<file path="src/rtl/a2600_pkg.sv">
// Shared types for the 2600 cartridge loader.
// Bank-switch codes and file-extension decode.
package a2600_pkg;

  localparam int ROM_AW = 15;

  typedef enum logic [3:0] {
    BS_AUTO = 4'd0,
    BS_F8   = 4'd1,
    BS_F6   = 4'd2,
    BS_FE   = 4'd3,
    BS_E0   = 4'd4,
    BS_3F   = 4'd5,
    BS_F4   = 4'd6,
    BS_P2   = 4'd7,
    BS_FA   = 4'd8,
    BS_CV   = 4'd9
  } bs_t;

  typedef enum logic [1:0] {
    S_IDLE,
    S_LOAD,
    S_SETTLE
  } ld_st_t;

  // Keys carry the leading dot so a bare 3-char ext never matches.
  function automatic bs_t ext_to_bs(input logic [23:0] ext);
    bs_t bs;
    bs = BS_AUTO;
    unique case (1'b1)
      ext == 24'h2E4638: bs = BS_F8;
      ext == 24'h2E4636: bs = BS_F6;
      ext == 24'h2E4645: bs = BS_FE;
      ext == 24'h2E4530: bs = BS_E0;
      ext == 24'h2E3346: bs = BS_3F;
      ext == 24'h2E4634: bs = BS_F4;
      ext == 24'h2E5032: bs = BS_P2;
      ext == 24'h2E4641: bs = BS_FA;
      ext == 24'h2E4356: bs = BS_CV;
      default:           bs = BS_AUTO;
    endcase
    return bs;
  endfunction

endpackage

</file>
<file path="src/rtl/cart_load_ctrl.sv">
// Cartridge download sequencer: ROM writes, config latch,
// size tracking and core reset hold.
module cart_load_ctrl
  import a2600_pkg::*;
#(
  parameter int AW         = ROM_AW,
  parameter int SETTLE_CYC = 64
) (
  input  logic          clk_sys,
  input  logic          reset,
  input  logic          ioctl_download,
  input  logic          ioctl_wr,
  input  logic [24:0]   ioctl_addr,
  input  logic [7:0]    ioctl_dout,
  input  logic [31:0]   ioctl_file_ext,
  input  logic [1:0]    sc_mode,
  output logic          rom_we,
  output logic [AW-1:0] rom_waddr,
  output logic [7:0]    rom_wdata,
  output logic [16:0]   rom_size,
  output logic [3:0]    force_bs,
  output logic          sc,
  output logic          core_reset,
  output logic          load_err
);

  localparam int CW = $clog2(SETTLE_CYC) + 1;

  ld_st_t        state, state_nx;
  logic [CW-1:0] cnt, cnt_nx;
  logic          prev;
  logic          boot;
  logic          rise;
  logic          latch;
  logic          in_range;
  logic          wr_ok;
  logic          wr_err;
  logic          core_reset_d;
  logic [16:0]   sz_new;
  logic [23:0]   ext;
  bs_t           bs_q;

  assign rise     = ioctl_download & ~prev;
  assign in_range = (ioctl_addr[24:AW] == '0);
  assign wr_ok    = (state == S_LOAD) & ioctl_wr & in_range;
  assign wr_err   = (state == S_LOAD) & ioctl_wr & ~in_range;
  assign latch    = (state_nx == S_LOAD) & (state != S_LOAD);
  assign sz_new   = 17'(ioctl_addr[AW-1:0]) + 17'd1;
  assign ext      = (ioctl_file_ext[23:16] == 8'h2E) ?
                    ioctl_file_ext[23:0] : ioctl_file_ext[31:8];
  assign force_bs = bs_q;

  always_ff @(posedge clk_sys) begin
    if (reset) begin
      state <= S_IDLE;
      cnt   <= '0;
      prev  <= 1'b0;
      boot  <= 1'b1;
    end else begin
      state <= state_nx;
      cnt   <= cnt_nx;
      prev  <= ioctl_download;
      if (state_nx != S_IDLE) boot <= 1'b0;
    end
  end

  // Boot flag routes the first post-reset idle through SETTLE.
  always_comb begin
    state_nx = state;
    cnt_nx   = cnt;
    unique case (state)
      S_IDLE: begin
        if (rise) begin
          state_nx = S_LOAD;
        end else if (boot) begin
          state_nx = S_SETTLE;
          cnt_nx   = CW'(SETTLE_CYC - 1);
        end
      end
      S_LOAD: begin
        if (!ioctl_download) begin
          state_nx = S_SETTLE;
          cnt_nx   = CW'(SETTLE_CYC - 1);
        end
      end
      S_SETTLE: begin
        if (rise) begin
          state_nx = S_LOAD;
        end else if (cnt == '0) begin
          state_nx = S_IDLE;
        end else begin
          cnt_nx = cnt - 1'b1;
        end
      end
      default: state_nx = S_IDLE;
    endcase
  end

  always_comb begin
    core_reset_d = (state_nx != S_IDLE);
  end

  always_ff @(posedge clk_sys) begin
    if (reset) begin
      core_reset <= 1'b1;
      rom_we     <= 1'b0;
      rom_waddr  <= '0;
      rom_wdata  <= '0;
      rom_size   <= '0;
      bs_q       <= BS_AUTO;
      sc         <= 1'b0;
      load_err   <= 1'b0;
    end else begin
      core_reset <= core_reset_d;
      rom_we     <= wr_ok;
      if (wr_ok) begin
        rom_waddr <= ioctl_addr[AW-1:0];
        rom_wdata <= ioctl_dout;
      end
      if (latch) begin
        bs_q     <= ext_to_bs(ext);
        sc       <= (sc_mode == 2'd0) ?
                    (ioctl_file_ext[7:0] == 8'h53) : sc_mode[1];
        rom_size <= '0;
        load_err <= 1'b0;
      end else begin
        if (wr_ok && sz_new > rom_size) rom_size <= sz_new;
        if (wr_err) load_err <= 1'b1;
      end
    end
  end

endmodule

</file>
<file path="config.mk">
export PLATFORM = sky130hd
export DESIGN_NAME = cart_load_ctrl
export DESIGN_NICKNAME = d
export VERILOG_FILES = /design/src/rtl/a2600_pkg.sv /design/src/rtl/cart_load_ctrl.sv
export SDC_FILE = /design/constraint.sdc
export NUM_CORES = 1
export LEC_CHECK = 0
export ABC_CLOCK_PERIOD_IN_PS = 3550
export CAP_MARGIN = 20
export CORE_ASPECT_RATIO = 0.75
export CORE_MARGIN = 1.5
export CORE_UTILIZATION = 46
export DETAILED_ROUTE_END_ITERATION = 6
export PLACE_DENSITY = 0.85
export REMOVE_ABC_BUFFERS = 1
export SYNTH_ARGS = -nofsm -noshare
export SYNTH_HDL_FRONTEND = slang
export SYNTH_SLANG_ARGS = --single-unit
</file>
<file path="constraint.sdc">
create_clock -name clk_sys -period 3.55 [get_ports clk_sys]
set_input_delay 0.355 -clock clk_sys [delete_from_list [all_inputs] [get_ports clk_sys]]
set_output_delay 0.355 -clock clk_sys [all_outputs]
set_load 0.05 [all_outputs]
</file>
* Yosys cells after proc, flatten, opt, wreduce, memory -nomap -nowiden
Cells that the tools add are included. Widths: inputs -> output; s select.
Storage, ports and cells: input port bits 71, bits in registers 59, output and inout bits 48, logic and storage cells 66
Operators by class: reductions and logical operators 9, bitwise operators 7, multiplexer cells 15, add/sub/neg operators 2, equality and inequality tests 20, $lt $le $gt $ge 1
Operators with widths (number):
- $eq 24x22->1 const B | 9
- $pmux 4 s9 | 1
- $mux 7 | 5
- $mux 24 | 1
- $pmux 7 s3 | 1
- $gt 16x17->1 | 1
- $add 15x1->16 const B | 1
- $logic_not 10->1 | 1
- $mux 2 | 5
- $ne 2x2->1 const B | 5
- $eq 8x6->1 const B | 1
- $eq 8x7->1 const B | 1
- $logic_not 7->1 | 1
- $sub 7x1->7 const B | 1
- $pmux 2 s3 | 1
- $reduce_and 6->1 | 1
- $and 1x1->1 | 5
- $eq 2x1->1 const B | 2
- $logic_not 2->1 | 2
- $reduce_bool 3->1 | 1
- $eq 2x2->1 const B | 1
- $ne 2x1->1 const B | 1
- $not 1->1 | 2
- $reduce_bool 2->1 | 1
- other kinds (3) | 3

* Depth between registers and ports, before layout
word-level depth 7, depth in mapped cells 13, depth with buffers taken out 12

* Least setup slack after synthesis
No wires, ideal clock.
path kind input to register, from in ioctl_addr[0], to reg rom_size[10], arrival 2.908 ns, stages 13, library setup time 0.072 ns, slack 0.570 ns, cells stage by stage ha_1 nand3_1 nor4_1 nand3_1 xnor2_1 ha_1 o21ai_0 nand2b_1 a21oi_1 a311o_1 a31oi_4 buf_8 mux2i_1
On the way: cells in the longest elaborated chain, start to end 3
RTL lines:
- from (decl) | RTL line cart_load_ctrl.sv:13 | input logic [24:0] ioctl_addr,
- $add 15x1->16 | RTL line cart_load_ctrl.sv:48 | assign sz_new = 17'(ioctl_addr[AW-1:0]) + 17'd1;
- net sz_new[14] | RTL line cart_load_ctrl.sv:39 | logic [16:0] sz_new;
- $gt 16x17->1 | RTL line cart_load_ctrl.sv:127 | if (wr_ok && sz_new > rom_size) rom_size <= sz_new;
- $logic_and 1x1->1 | RTL line cart_load_ctrl.sv:127
- to (signal assigned) | RTL line cart_load_ctrl.sv:127
- to (decl) | RTL line cart_load_ctrl.sv:20 | output logic [16:0] rom_size,
The timed path passes the listed nets, and every way through them passes these cells. A chain may end at the register's enable or synchronous reset.

* Worst setup path in the final report
from in ioctl_addr[1], to reg rom_size[11]
Same word-level chain as after synthesis.

==> impl_metrics.prom <==
# TYPE chip_impl_metric gauge
chip_impl_metric{name="vdd_drop_max",unit="mV"} 0.229
chip_impl_metric{name="fillcell_total",unit=""} 585
chip_impl_metric{name="number_of_enable_type_register_cells_in_the_synthesized_netlist",unit=""} 0
chip_impl_metric{name="hold_slack",unit="ns"} 0.476
chip_impl_metric{name="final_core_utilization",unit=""} 0.686
chip_impl_metric{name="clock.fmax",unit="MHz"} 302
chip_impl_info{name="critPathCaptureType",value="flop"} 1
chip_impl_metric{name="wire_per_inst",unit="microns"} 15.8
chip_impl_metric{name="final.setup_skew",unit="ns"} 0.00569
chip_impl_metric{name="cts_max_path_buffers",unit=""} 2
chip_impl_info{name="cts_tree",value="built"} 1
chip_impl_metric{name="cp_data_required_time",unit="ns"} 3.81
chip_impl_metric{name="io_buffer_count",unit=""} 117
chip_impl_metric{name="synth-seq-cells",unit=""} 58
chip_impl_metric{name="core_area",unit="sq um"} 7330
chip_impl_metric{name="postPlaceCellArea",unit="sq um"} 4780
chip_impl_metric{name="route.vias.total",unit=""} 3566
chip_impl_metric{name="worstPathBufferInverterCount",unit=""} 3
chip_impl_metric{name="cts_post_setup_buffers_inserted",unit=""} 0
chip_impl_metric{name="syn_to_final_growth",unit="%"} 44.3
chip_impl_metric{name="data_arrival_critical_path",unit="ns"} 3.57
chip_impl_metric{name="clock_insertion_delay_worst_skew",unit="ns"} 0.33
chip_impl_metric{name="sequential_cell_area",unit="sq um"} 1160
chip_impl_metric{name="timing.critical_path.fanout_max",unit=""} 13
chip_impl_metric{name="post_cts_resized",unit=""} 0
chip_impl_metric{name="final_hold_viol_count",unit=""} 0
chip_impl_metric{name="critical_path.max_stage_delay",unit="ns"} 0.54
chip_impl_metric{name="detail_route.wirelength",unit="mm"} 10.1
chip_impl_metric{name="num_antenna_cells",unit=""} 0
chip_impl_info{name="path_delay_family",value="buffers and inverters"} 1
chip_impl_metric{name="fp.dieArea",unit="sq um"} 8110
chip_impl_metric{name="layout_min_cycle_time",unit="ns"} 3.31
chip_impl_metric{name="report.final.slew_viol_count",unit=""} 0
chip_impl_metric{name="first_pass_iters",unit=""} 5
chip_impl_metric{name="nets",unit=""} 622
chip_impl_info{name="worstSetupStartpointType",value="input port"} 1
chip_impl_metric{name="synth-async-reset-ratio",unit=""} 0
chip_impl_metric{name="chipHeight",unit="microns"} 78.4
chip_impl_metric{name="placementRows",unit=""} 27
chip_impl_metric{name="synth_area_per_cell",unit="sq um"} 8.48
chip_impl_metric{name="htree_levels",unit=""} 3
chip_impl_metric{name="cts_clock_pin_slew_for_the_worst_setup_and_hold_paths",unit="ns"} 0.07
chip_impl_metric{name="globalplace.congestion",unit=""} 0.950
chip_impl_metric{name="drc",unit=""} 0
chip_impl_metric{name="dp.final_hpwl",unit="mm"} 7.66
chip_impl_metric{name="ctsHoldBuffers",unit=""} 0
chip_impl_metric{name="drive_gt1_frac",unit=""} 0.0688
chip_impl_metric{name="synth_area",unit="sq um"} 3490
chip_impl_metric{name="overflow",unit=""} 0
chip_impl_metric{name="vias_in_the_first_global_route",unit=""} 3510
chip_impl_metric{name="final_min_period_over_clock_period",unit=""} 0.933
chip_impl_metric{name="post_synthesis_instance_total",unit=""} 411
chip_impl_metric{name="p_leak",unit="nW"} 1.94
chip_impl_metric{name="dr.first_iter.drc_count",unit=""} 155
chip_impl_metric{name="worst_pin_slew",unit="ns"} 0.844
chip_impl_info{name="grt_setup_unrepaired",value="no"} 1
chip_impl_metric{name="grt_first_pass_wirelength",unit="mm"} 16.5
chip_impl_metric{name="p_per_area",unit="nW/um^2"} 338
chip_impl_metric{name="vias_per_cell",unit=""} 5.58
chip_impl_info{name="min_path_type",value="flop to flop"} 1
chip_impl_info{name="ys_dominant_reg_cell",value="dfxtp_1"} 1
chip_impl_metric{name="timing.max_cap.violations",unit=""} 0
chip_impl_metric{name="drt.antenna.violating_nets",unit=""} 0
chip_impl_metric{name="number_of_antenna_violations_at_the_first_check_in_global_routing",unit=""} 0
chip_impl_metric{name="tritoncts.num_buffers",unit=""} 9
chip_impl_metric{name="grt_start_max_net_pins",unit=""} 42
chip_impl_info{name="status",value="finished, final reports clean"} 1
chip_impl_metric{name="multi_input_area",unit="sq um"} 2180
chip_impl_metric{name="layout_setup_ws",unit="ns"} 0.239
chip_impl_info{name="worst-setup-path-type",value="input port to flop"} 1
chip_impl_metric{name="synth.yosys.seq_area_share",unit=""} 0.333
chip_impl_info{name="critical_path.cell_chain",value="clkdlybuf4s50_1, ha_1, nand3_1, nor4_1, buf_4, nand3_1, xnor2_1, ha_1, o21ai_0, nand2b_1, a21oi_1, a311o_1, a31oi_4, buf_12, mux2i_1"} 1
chip_impl_metric{name="synth-warning-count",unit=""} 0
chip_impl_metric{name="final_setup_fails",unit=""} 0
chip_impl_info{name="root_buffer",value="clkbuf_8"} 1
chip_impl_metric{name="place_ws",unit="ns"} -0.0301
chip_impl_metric{name="final_cell_area",unit="sq um"} 5030
chip_impl_metric{name="start_util",unit=""} 0.476
chip_impl_metric{name="cts.sinks",unit=""} 58
chip_impl_info{name="critical-path-slowest-cell",value="clkdlybuf4s50_1"} 1
chip_impl_metric{name="worst_slew_margin_relative_to_its_limit",unit=""} 0.435
chip_impl_metric{name="dieWidth",unit="microns"} 104
chip_impl_metric{name="top_level_ports",unit=""} 119
chip_impl_metric{name="grt_usage",unit=""} 0.253
chip_impl_metric{name="synth_cell_type_count",unit=""} 62
kinds of logic after synthesis:
logic type / Yosys count / synth area share
and+or+nand+nor: 186 / 0.284
AOI/OAI and AO/OA: 59 / 0.125
DFF: 58 / 0.333
muxes: 41 / 0.118
buffers and inverters: 35 / 0.0424
adders and majority gates: 18 / 0.0646
xor gates and xnor gates: 13 / 0.0327
other: 1 / 0.00108
power breakdown:
group	switching [mW]	total, mW	internal (mW)
registers	0.0164	0.684	0.667
logic	0.150	0.293	0.143
clock network	0.261	0.723	0.463
cells in the mapped netlist, drive strengths merged, types with 2 or more instances:
library cell / count / area share
buf: 5 / 0.010
or4b: 2 / 0.0057
or4bb: 2 / 0.0065
nand4: 2 / 0.0036
xnor2: 5 / 0.013
a21oi: 17 / 0.024
dfxtp: 58 / 0.33
clkbuf: 9 / 0.0097
nor2: 49 / 0.053
ha: 18 / 0.065
o31ai: 6 / 0.013
a311o: 2 / 0.0057
o21bai: 2 / 0.0043
nor4b: 3 / 0.0093
nand2: 48 / 0.052
a41oi: 2 / 0.0050
xor2: 8 / 0.020
nor2b: 9 / 0.016
mux2i: 40 / 0.11
nand2b: 12 / 0.022
a211oi: 6 / 0.013
nand4b: 5 / 0.013
or3: 3 / 0.0054
a21o: 2 / 0.0043
o21ai: 5 / 0.0072
a2111oi: 2 / 0.0068
nand3b: 3 / 0.0065
nor4: 11 / 0.026
a311oi: 5 / 0.013
nor3: 11 / 0.016
and2: 4 / 0.0072
inv: 21 / 0.023
nand3: 10 / 0.014
or3b: 2 / 0.0050
and3: 4 / 0.0072
or4: 2 / 0.0054
final timing paths:
check	endpoint	from	slack (ns)	depth (start not counted)
worst min-delay path	rom_size[7]$_SDFFE_PP0P_	rom_size[7]$_SDFFE_PP0P_	0.48	2
worst max register to register	cnt[4]$_SDFFE_PP0P_	cnt[0]$_SDFFE_PP0P_	1.09	8
worst max-delay path	rom_size[11]$_SDFFE_PP0P_	ioctl_addr[1]	0.24	15
worst min register to register	rom_size[7]$_SDFFE_PP0P_	rom_size[7]$_SDFFE_PP0P_	0.48	2
stage by stage:
| stage | setup TNS (ns) | power [mW] | cells |
|---|---|---|---|
| floorplan | 0 | 0.830 | 397 |
| global placement | 0 | 0.970 | 622 |
| detailed placement | -0.214 | 0.981 | 622 |
| CTS | 0 | 1.71 | 638 |
| global route | 0 | 1.77 | 639 |
| finish | 0 | 1.70 | 639 |
layout by cell type, fill, tap and decap left out, types with 10 or more instances in the layout:
cell type,Yosys,layout
clkdlybuf4s50_1,0,117
a21oi_1,17,17
dfxtp_1,58,58
inv_1,21,21
nor3_1,11,11
mux2i_1,40,40
ha_1,18,18
nand2b_1,12,12
nor2_1,49,48
nand2_1,47,47
nand3_1,10,10
sequential cells by signal, summed over array words and instances, names as in the netlist:
name and flops:
rom_waddr 15, state 2, sc 1, force_bs 4, prev 1, core_reset 1
cnt 7, rom_we 1, boot 1, rom_size 16, load_err 1, rom_wdata 8
layout make-up:
class | instances | area share
sequential | 58 | 0.231
inverter | 21 | 0.0157
clock buffer | 10 | 0.0254
clock inverter | 6 | 0.0209
timing repair buffer | 125 | 0.249
multi-input combinational | 318 | 0.433
tap | 101 | 0.0251
tightest hold or removal path, cell delays in order, from the launching register on:
cell and delay [ns]:
dfxtp_1 0.32, nand2_1 0.06, mux2i_1 0.05
routing by layer:
| metal | track usage | vias up | share of wire |
|---|---|---|---|
| met2 | 0.457 | 153 | 0.49 |
| met3 | 0.0739 | 28 | 0.080 |
| li1 | - | 1728 | - |
| met1 | 0.285 | 1657 | 0.41 |
| met5 | 0 | - | 0 |
| met4 | 0.0944 | 0 | 0.022 |
Note: power is estimated with default switching activity, not from simulation.
